**config.mk**
```make
export PLATFORM = sky130hd
export DESIGN_NAME = env_gen_tdm
export DESIGN_NICKNAME = d
export VERILOG_FILES = /design/src/rtl/env_gen_tdm.sv
export SDC_FILE = /design/constraint.sdc
export NUM_CORES = 1
export LEC_CHECK = 0
export BUFFER_PORTS_ARGS = -buffer_cell sky130_fd_sc_hd__buf_2
export CAP_MARGIN = 20
export CORE_MARGIN = 2
export CORE_UTILIZATION = 50
export DETAILED_ROUTE_END_ITERATION = 16
export PLACE_DENSITY = 0.74
export SLEW_MARGIN = 40
export SYNTH_ARGS = -nofsm -noshare
export SYNTH_HDL_FRONTEND = slang
export SYNTH_SLANG_ARGS = --single-unit
```
**constraint.sdc**
```tcl
create_clock -name aud_clk -period 17 [get_ports aud_clk]
set_input_delay 0.85 -clock aud_clk [delete_from_list [all_inputs] [get_ports aud_clk]]
set_output_delay 0.85 -clock aud_clk [all_outputs]
set_load 0.05 [all_outputs]
```
**src/rtl/env_gen_tdm.sv**
```systemverilog
// env_gen_tdm: ADSR envelope generator shared by NUM_UNITS channels.
// One add/subtract datapath visits the channels round-robin; channel i is
// updated only on the clock edge where slot == i.
//
// Ports:
//   aud_clk     clock
//   aud_rst     asynchronous active-low reset
//   attack_in   packed per-channel attack rate (larger = slower)
//   decay_in    packed per-channel decay rate
//   sustain_in  packed per-channel sustain level (sampled live)
//   release_in  packed per-channel release rate
//   trigger     per-channel gate; a rising edge (re)starts the attack
//   in_use      channel state is not IDLE
//   env_out     packed envelope, integer part of each accumulator
//
// Build option: define EG_EXP_RELEASE_EN for exponential release
// (step = (acc >> (1 + release[msb:msb-2])) + 1). Default is linear.
//
// state      | meaning
// -----------+-----------------------------------------------
// ST_IDLE    | channel silent, acc held at 0
// ST_ATTACK  | acc rising by the attack step toward FULL
// ST_DECAY   | acc falling by the decay step toward SUS
// ST_SUSTAIN | acc follows the sustain input every slot
// ST_RELEASE | gate low, acc falling toward 0
module env_gen_tdm #(
  parameter int EG_WIDTH  = 8,
  parameter int NUM_UNITS = 4,
  parameter int FRAC_W    = 8
) (
  input  logic                          aud_clk,
  input  logic                          aud_rst,
  input  logic [EG_WIDTH*NUM_UNITS-1:0] attack_in,
  input  logic [EG_WIDTH*NUM_UNITS-1:0] decay_in,
  input  logic [EG_WIDTH*NUM_UNITS-1:0] sustain_in,
  input  logic [EG_WIDTH*NUM_UNITS-1:0] release_in,
  input  logic [NUM_UNITS-1:0]          trigger,
  output logic [NUM_UNITS-1:0]          in_use,
  output logic [EG_WIDTH*NUM_UNITS-1:0] env_out
);

  localparam int ACC_W  = EG_WIDTH + FRAC_W;
  localparam int AW     = ACC_W + 1;  // one guard bit so sums never wrap
  localparam int SLOT_W = (NUM_UNITS > 1) ? $clog2(NUM_UNITS) : 1;
  localparam logic [AW-1:0] FULL = {1'b0, {EG_WIDTH{1'b1}}, {FRAC_W{1'b0}}};
  localparam logic [SLOT_W-1:0] LAST_SLOT = SLOT_W'(NUM_UNITS - 1);

  typedef enum logic [2:0] {
    ST_IDLE,
    ST_ATTACK,
    ST_DECAY,
    ST_SUSTAIN,
    ST_RELEASE
  } state_e;

  logic [SLOT_W-1:0]    slot_q;
  logic [NUM_UNITS-1:0] trig_q;
  logic [NUM_UNITS-1:0] pend_q, pend_d;
  logic [NUM_UNITS-1:0] slot_oh;
  state_e               state_q [NUM_UNITS];
  logic [AW-1:0]        acc_q   [NUM_UNITS];

  logic [EG_WIDTH-1:0] att_sel, dec_sel, sus_sel, rel_sel;
  state_e              cur_state, state_d;
  logic [AW-1:0]       cur_acc, acc_d;
  logic [AW-1:0]       step_a, step_d, step_r, sus_lvl, att_sum, dec_lim;
  logic                cur_pend, cur_gate, att_sat;

  // step = 2^EG_WIDTH - param, zero-extended into accumulator units
  function automatic logic [AW-1:0] lin_step(input logic [EG_WIDTH-1:0] p);
    logic [EG_WIDTH:0] s;
    s = {1'b1, {EG_WIDTH{1'b0}}} - {1'b0, p};
    return {{FRAC_W{1'b0}}, s};
  endfunction

  // Per-slot operand selection
  always_comb begin
    att_sel   = attack_in [int'(slot_q)*EG_WIDTH +: EG_WIDTH];
    dec_sel   = decay_in  [int'(slot_q)*EG_WIDTH +: EG_WIDTH];
    sus_sel   = sustain_in[int'(slot_q)*EG_WIDTH +: EG_WIDTH];
    rel_sel   = release_in[int'(slot_q)*EG_WIDTH +: EG_WIDTH];
    cur_state = state_q[slot_q];
    cur_acc   = acc_q[slot_q];
    cur_pend  = pend_q[slot_q];
    cur_gate  = trig_q[slot_q];
  end

  assign step_a  = lin_step(att_sel);
  assign step_d  = lin_step(dec_sel);
  assign sus_lvl = {1'b0, sus_sel, {FRAC_W{1'b0}}};
  assign att_sum = cur_acc + step_a;
  assign att_sat = (att_sum >= FULL);
  assign dec_lim = sus_lvl + step_d;

`ifdef EG_EXP_RELEASE_EN
  logic [3:0] rel_shift;
  assign rel_shift = {1'b0, rel_sel[EG_WIDTH-1 -: 3]} + 4'd1;
  assign step_r    = (cur_acc >> rel_shift) + AW'(1);
`else
  assign step_r = lin_step(rel_sel);
`endif

  // Next state/accumulator for the channel owning this slot
  always_comb begin
    state_d = cur_state;
    acc_d   = cur_acc;
    if (cur_pend) begin
      // retrigger continues from the present level
      acc_d   = att_sat ? FULL : att_sum;
      state_d = att_sat ? ST_DECAY : ST_ATTACK;
    end else begin
      case (cur_state)
        ST_ATTACK: begin
          if (!cur_gate) begin
            state_d = ST_RELEASE;
          end else begin
            acc_d   = att_sat ? FULL : att_sum;
            state_d = att_sat ? ST_DECAY : ST_ATTACK;
          end
        end
        ST_DECAY: begin
          if (!cur_gate) begin
            state_d = ST_RELEASE;
          end else if (cur_acc <= dec_lim) begin
            // also covers sustain above the current level
            acc_d   = sus_lvl;
            state_d = ST_SUSTAIN;
          end else begin
            acc_d = cur_acc - step_d;
          end
        end
        ST_SUSTAIN: begin
          if (!cur_gate) begin
            state_d = ST_RELEASE;
          end else begin
            acc_d = sus_lvl;
          end
        end
        ST_RELEASE: begin
          if (cur_acc <= step_r) begin
            acc_d   = '0;
            state_d = ST_IDLE;
          end else begin
            acc_d = cur_acc - step_r;
          end
        end
        default: begin
          acc_d   = '0;
          state_d = ST_IDLE;
        end
      endcase
    end
  end

  // A rise seen on the slot's own edge must survive that slot's clear
  always_comb begin
    for (int i = 0; i < NUM_UNITS; i++) begin
      slot_oh[i] = (slot_q == SLOT_W'(i));
    end
    pend_d = (trigger & ~trig_q) | (pend_q & ~slot_oh);
  end

  always_ff @(posedge aud_clk or negedge aud_rst) begin
    if (!aud_rst) begin
      slot_q <= '0;
      trig_q <= '0;
      pend_q <= '0;
      for (int i = 0; i < NUM_UNITS; i++) begin
        state_q[i] <= ST_IDLE;
        acc_q[i]   <= '0;
      end
    end else begin
      slot_q          <= (slot_q == LAST_SLOT) ? '0 : slot_q + SLOT_W'(1);
      trig_q          <= trigger;
      pend_q          <= pend_d;
      state_q[slot_q] <= state_d;
      acc_q[slot_q]   <= acc_d;
    end
  end

  always_comb begin
    for (int i = 0; i < NUM_UNITS; i++) begin
      env_out[i*EG_WIDTH +: EG_WIDTH] = acc_q[i][ACC_W-1:FRAC_W];
      in_use[i] = (state_q[i] != ST_IDLE);
    end
  end

endmodule

```
==> impl_metrics.yaml, run 1 <==
synth:
  synth_area_um2: 8300
  yosys.area.top_type_share_pct: 27.1
  synth_edf_count: 0
  yosys_warnings: 0
  synthCells: 911
  synth_nets: 1094
  synth_flop_cell: "dfrtp_1"
  synth_commonest_cells: "nor2_1, a21oi_1, dfrtp_1"
  ys_async_sr_fraction_pct: 100
  synth_area_leaders: "dfrtp_1, mux4_2, ha_1, a21oi_1, nor2_1"
  synth.largest_area_cell: "dfrtp_1"
  yosysUniqueCellTypes: 74
  ys_ff_latch: 90
  synth.most_common_cell: "nor2_1"
  syn_avg_cell_area_um2: 9.11
  ys_seq_area_share_pct: 27.1
critical_path:
  critPathMaxStageDelay_ns: 0.69
  crit_start: "slot_q[1]"
  cp_cell_sequence: "buf_4, mux4_2, inv_1, ha_1, nand2_1, or3_1, or3_1, inv_1, ha_1, ha_1, nand3_1, nor2_1, xnor2_1, ha_1, a21oi_1, o21ai_0, or4b_2, o211ai_1, nor2_1, a21oi_1, o221ai_1, a21oi_1, a21oi_1"
  reg2reg_depth: 23
  cp-endpoint: "env_out[22]"
  worstSetupEndpointType: "flop"
  rr_startpoint: "slot_q[1]"
  required_ns: 17.20
  startpoint_type: "flop"
  worst-setup-path-type: "reg2reg"
  slowest_stage: "or4b_2"
  timing.rr.end: "env_out[22]"
  worstPathArrival_ns: 6.80
  ff2ff_setup_slack_ns: 10.40
  path_max_fanout: 61
die:
  coreArea_um2: 16400
  ioPinCount: 170
  die_height_um: 133
  fp.dieW_um: 133
  die_area_um2: 17700
  rows: 47
  start_util_pct: 50.6
global_route:
  grt_pass1_wl_um: 36400
  grt_util_met1_pct: 35.7
  grt-ovfl-total: 0
  grt_pass1_vias: 7219
  grt-busiest-layer: "met2"
  grtUsageTotal_pct: 25.5
  antenna_found_initial: 0
  grt_use_met3_pct: 4.41
  grt_start_max_net_pins: 62
  use_met2_pct: 41.5
flow_run:
  maxCapViolations: 0
detailed_routing:
  routed_via_density: 6.09
  vias: 7591
  drt-pass1-iter-count: 6
  ant_nets: 0
  drtIter0Drc: 640
  drt_wl_total_um: 23000
  wl_per_cell_um: 18.5
  drcViolationCount: 0
pwr:
  p_sw_share_pct: 45.6
  power.switching_uw: 535
  p_int_uw: 637
  pwr-share-comb_pct: 57.7
  clkPwrFrac_pct: 16.0
  irDropWorstVdd_v: 0.000123
  pwr-share-seq_pct: 26.3
  p_leak_uw: 0.00417
  power_density_nw_per_um2: 125
placed_design:
  dpl.hpwl_um: 17300
  io_buffers: 169
  place_congestion: 0.952
  placed_cell_area_um2: 9070
timing:
  setup_viol: 0
  fin_crit_ns: 6.60
  max_freq_mhz: 152
  maxSlewHeadroom_pct: 44.2
  finalSetupTns_ns: 0
  period_share_pct: 38.8
  hold_ws_ns: 0.464
  final-hold-violation-count: 0
  finClkSkew_ns: 0.0134
  rsz0062_at_grt: "no"
  finalMaxSlewViolations: 0
  worstMarginPinSlew_ns: 0.838
cts:
  cts_buffers: 9
  clock_sinks: 90
  clk_pin_slew_ns: 0.07
  clk_latency_ns: 0.34
  cts_resized: 0
  cts_root_buffer: "clkbuf_16"
  hold_buffers: 0
  clk_path_buf_depth: 2
  cts_tree: "yes"
  post_cts_buffers: 0
  htreeDepth: 3
finish:
  design_area_um2: 9350
  synthToLayoutAreaGrowth_pct: 12.7
  layout-drive-gt1-share_pct: 28.1
  nNetsFinal: 1206
  diodes: 0
status:
  outcome: "finished clean"
worst_hold_path:
  hold_class: "reg2reg"
-- per-stage QoR --
stage / setup WS [ns] / total power, uW / utilization [%] / cells
after floorplan: 10.83 / 830 / - / 911
after global placement: 10.62 / 960 / 55.3 / 1232
after detailed placement: 10.45 / 969 / 55.3 / 1232
after CTS: 10.43 / 1160 / 57.0 / 1247
after global routing: 9.96 / 1250 / 57.0 / 1247
final: 10.40 / 1170 / 57.0 / 1247
-- power by group through the flow --
stage	logic, uW	registers, uW	clock network (uW)
after floorplan	532	298	0
after global placement	652	308	0
after detailed placement	659	310	0
after CTS	664	307	190
after global routing	740	314	198
final	676	308	188
-- state kept, by name, indices dropped and copies added, names as in the netlist --
register and cells:
trig_q 4, acc_q 36, pend_q 4, state_q 12
env_out 32, slot_q 2
-- kinds of logic (layout without fill, tap and decap cells) --
family,Yosys count,in the layout,synth area share (%)
multiplexers,77,77,17.4
adder cells (fa/ha/maj),49,49,7.66
AO/OA/AOI/OAI,270,270,20.6
buffers and inverters,112,228,6.83
XOR/XNOR,54,54,5.70
flip-flops,90,90,27.1
AND/OR/NAND/NOR,259,259,14.7
-- placed cells by master (no fill, tap or decap), types with 5 or more instances in the layout --
cell         n
a211oi_1    12
xor2_1      20
and2_1       5
o21a_1       9
nor3_1      19
nand4_1      7
mux2i_1      7
a22o_1       6
nor2_1     123
a31oi_1     12
nand2_1     42
ha_1        46
o21ai_0     39
xnor2_1     34
a21o_1       8
nand3_1     16
inv_1       34
or3_1       11
o22ai_1      5
mux2_2      18
buf_4       11
nor2b_1      5
o21bai_1     5
mux4_2      52
o31ai_1      6
dfrtp_1     88
buf_2      168
a21oi_1    110
o211ai_1     7
clkbuf_16    9
-- worst min-delay path by stage --
stage | depth (start not counted) | end | start
2_1_floorplan | 1 | pend_q[0] | trig_q[0]
3_3_place_gp | 1 | pend_q[2] | trig_q[2]
3_5_place_dp | 1 | pend_q[0] | trig_q[0]
4_1_cts | 1 | pend_q[0] | trig_q[0]
5_1_grt | 1 | pend_q[0] | trig_q[0]
6_report | 1 | pend_q[0] | trig_q[0]
-- metal layers --
layer  part of all wire [%]  wire (um)
met4                    1.4        327
met3                    8.2       1890
met2                     47      10800
met5                      0          0
met1                     44      10000
-- cell type report --
type,instances,area (um^2)
inverter,34,128
fill,1473,7050
timing repair buffer,179,923
tap,220,275
multi-input combinational,709,5490
clock inverter,5,38.8
clock buffer,10,239
sequential,90,2260
-- critical path, delay by kind of cell, from the launching register on --
kind                       cells  cell delay (ns)
AOI/OAI and AO/OA              7             1.79
adders and majority gates      4             0.81
DFF                            1             0.34
muxes                          1             0.46
and+or+nand+nor                7             2.09
xor gates and xnor gates       1             0.16
buffers and inverters          3             0.79
Note: power is estimated with default switching activity, not from simulation.
==> inputs of run 2 (changes only) <==
- PLACE_DENSITY: 0.74 -> 0.77
- clock period: 17 -> 5.55 ns (I/O delays scaled with it)
==> impl_metrics.yaml, run 2 (synthesized netlist as in run 1, its figures left out) <==
worst_hold_path:
  hold_class: "in2reg"
  hold-path-endpoint: "trig_q[1]"
  holdPathStages: 1
  min_from: "trigger[1]"
timing:
  maxSlewHeadroom_pct: 52.7
  max_freq_mhz: 185
  finalWorstSetupSlack_ns: 0.157
  hold_ws_ns: 0.0423
  finalMaxSlewViolations: 0
  period_share_pct: 97.2
  fin_crit_ns: 5.39
  finalSetupTns_ns: 0
  worstMarginPinSlew_ns: 0.710
  final-hold-violation-count: 0
  finClkSkew_ns: 0.00886
  setup_viol: 0
finish:
  top_register: "acc_q"
  diodes: 0
  largest_reg_flops: 36
  layout-drive-gt1-share_pct: 32.7
  final_cell_mix: "buf_2, nor2_1, a21oi_1, dfrtp_1, mux4_2"
  nFillCells: 1426
  synthToLayoutAreaGrowth_pct: 17.4
  layout_commonest_cell: "buf_2"
  design_area_um2: 9750
  nNetsFinal: 1227
global_route:
  grtUsageTotal_pct: 26.9
  grt_pass1_wl_um: 38200
  grt_pass1_vias: 7445
  grt_start_max_net_pins: 68
  grt-ovfl-total: 0
  antenna_found_initial: 0
detailed_routing:
  drtIter0Drc: 635
  drt_wl_total_um: 24200
  drt-pass1-iter-count: 6
  vias: 7887
  wl_per_cell_um: 19.1
  routed_via_density: 6.22
  drcViolationCount: 0
  ant_nets: 0
placed_design:
  place_ws_ns: -0.0159
  io_buffers: 169
  dpl.hpwl_um: 18300
  place_congestion: 0.993
  placed_cell_area_um2: 9260
critical_path:
  startpoint_type: "flop"
  rr_startpoint: "slot_q[0]"
  worstPathArrival_ns: 5.66
  reg2reg_depth: 24
  ff2ff_setup_slack_ns: 0.16
  worst-setup-path-type: "reg2reg"
  worstSetupEndpointType: "flop"
  timing.rr.end: "env_out[14]"
  required_ns: 5.82
  path_max_fanout: 7
die:
  coreArea_um2: 16400
  die_height_um: 133
  fp.dieW_um: 133
  rows: 47
  ioPinCount: 170
  start_util_pct: 50.6
  die_area_um2: 17700
status:
  outcome: "finished clean"
pwr:
  p_sw_share_pct: 45.4
  p_leak_uw: 0.00428
  irDropWorstVdd_v: 0.000377
  power_density_nw_per_um2: 388
  clkPwrFrac_pct: 16.5
  pwr-share-comb_pct: 58.7
  pwr-share-seq_pct: 24.8
  p_int_uw: 2070
  power.switching_uw: 1720
cts:
  cts_root_buffer: "clkbuf_16"
  htreeDepth: 3
  cts_tree: "yes"
  clock_sinks: 90
  clk_path_buf_depth: 2
  clk_latency_ns: 0.35
  cts_buffers: 9
  clk_pin_slew_ns: 0.07
flow_run:
  maxCapViolations: 0
## run 2: worst max-delay path, cell delays in order (launching register included)
cell	delay, ns
dfrtp_4	0.50
mux4_2	0.56
inv_2	0.09
ha_4	0.13
nand2_2	0.06
or3_4	0.38
or3_4	0.40
inv_2	0.08
ha_4	0.15
ha_4	0.14
nand3_2	0.10
xor2_1	0.17
ha_1	0.34
and4_1	0.24
nand3_1	0.12
or4_4	0.56
o211ai_1	0.12
buf_4	0.17
buf_4	0.16
and2_1	0.13
a41oi_1	0.05
o221ai_1	0.21
a21oi_1	0.10
buf_4	0.20
a21oi_1	0.15
## run 2: per-layer routing
layer | part of all wire [%] | GRT usage [%] | up-vias
met5 | 0 | 0 | -
met4 | 1.7 | 7.65 | 0
met3 | 7.7 | 4.21 | 38
met2 | 47 | 43.5 | 367
met1 | 44 | 37.5 | 3838
li1 | - | - | 3644
## run 2: worst max-delay path by stage
stage,start,endpoint,slack [ns],cells after the start
after floorplan,slot_q[0],env_out[21],-0.07,26
after global placement,slot_q[0],state_q[3],0.08,17
after detailed placement,slot_q[0],acc_q[50],-0.02,22
after CTS,slot_q[0],acc_q[0],0.01,16
after global routing,slot_q[0],acc_q[5],-0.05,24
final,slot_q[0],env_out[14],0.16,24
## run 2: repair_timing
action	in CTS	in global routing
endpoints found under the hold margin	23	0
endpoints found under the setup margin	4	76
gates resized for setup	1	31
buffers inserted	0	5
hold buffers	1	0
pin swaps	0	4
## run 2: power groups by stage
stage          Combinational [uW]  Clock [uW]  Sequential [uW]
2_1_floorplan                1630           0              913
3_3_place_gp                 2080           0              940
3_5_place_dp                 2100           0              949
4_1_cts                      2120         640              939
5_1_grt                      2400         670              961
6_report                     2220         625              940
## run 2: through the flow
| stage | util, % | power [uW] | std cells |
|---|---|---|---|
| 4_1_cts | 58.4 | 3700 | 1264 |
| 2_1_floorplan | - | 2550 | 911 |
| 6_report | 59.4 | 3790 | 1269 |
| 3_3_place_gp | 56.4 | 3020 | 1247 |
| 5_1_grt | 59.4 | 4030 | 1269 |
| 3_5_place_dp | 56.4 | 3050 | 1247 |
## run 2: area by class of cell
class / instances / area (um^2) / area share, %
clock inverters: 5 / 62.6 / 0.642
flip-flops and latches: 90 / 2260 / 23.1
clock buffers: 11 / 243 / 2.49
repair buffers: 200 / 1100 / 11.3
multi-input cells: 709 / 5690 / 58.3
well taps: 220 / 275 / 2.82
inverters: 34 / 128 / 1.31
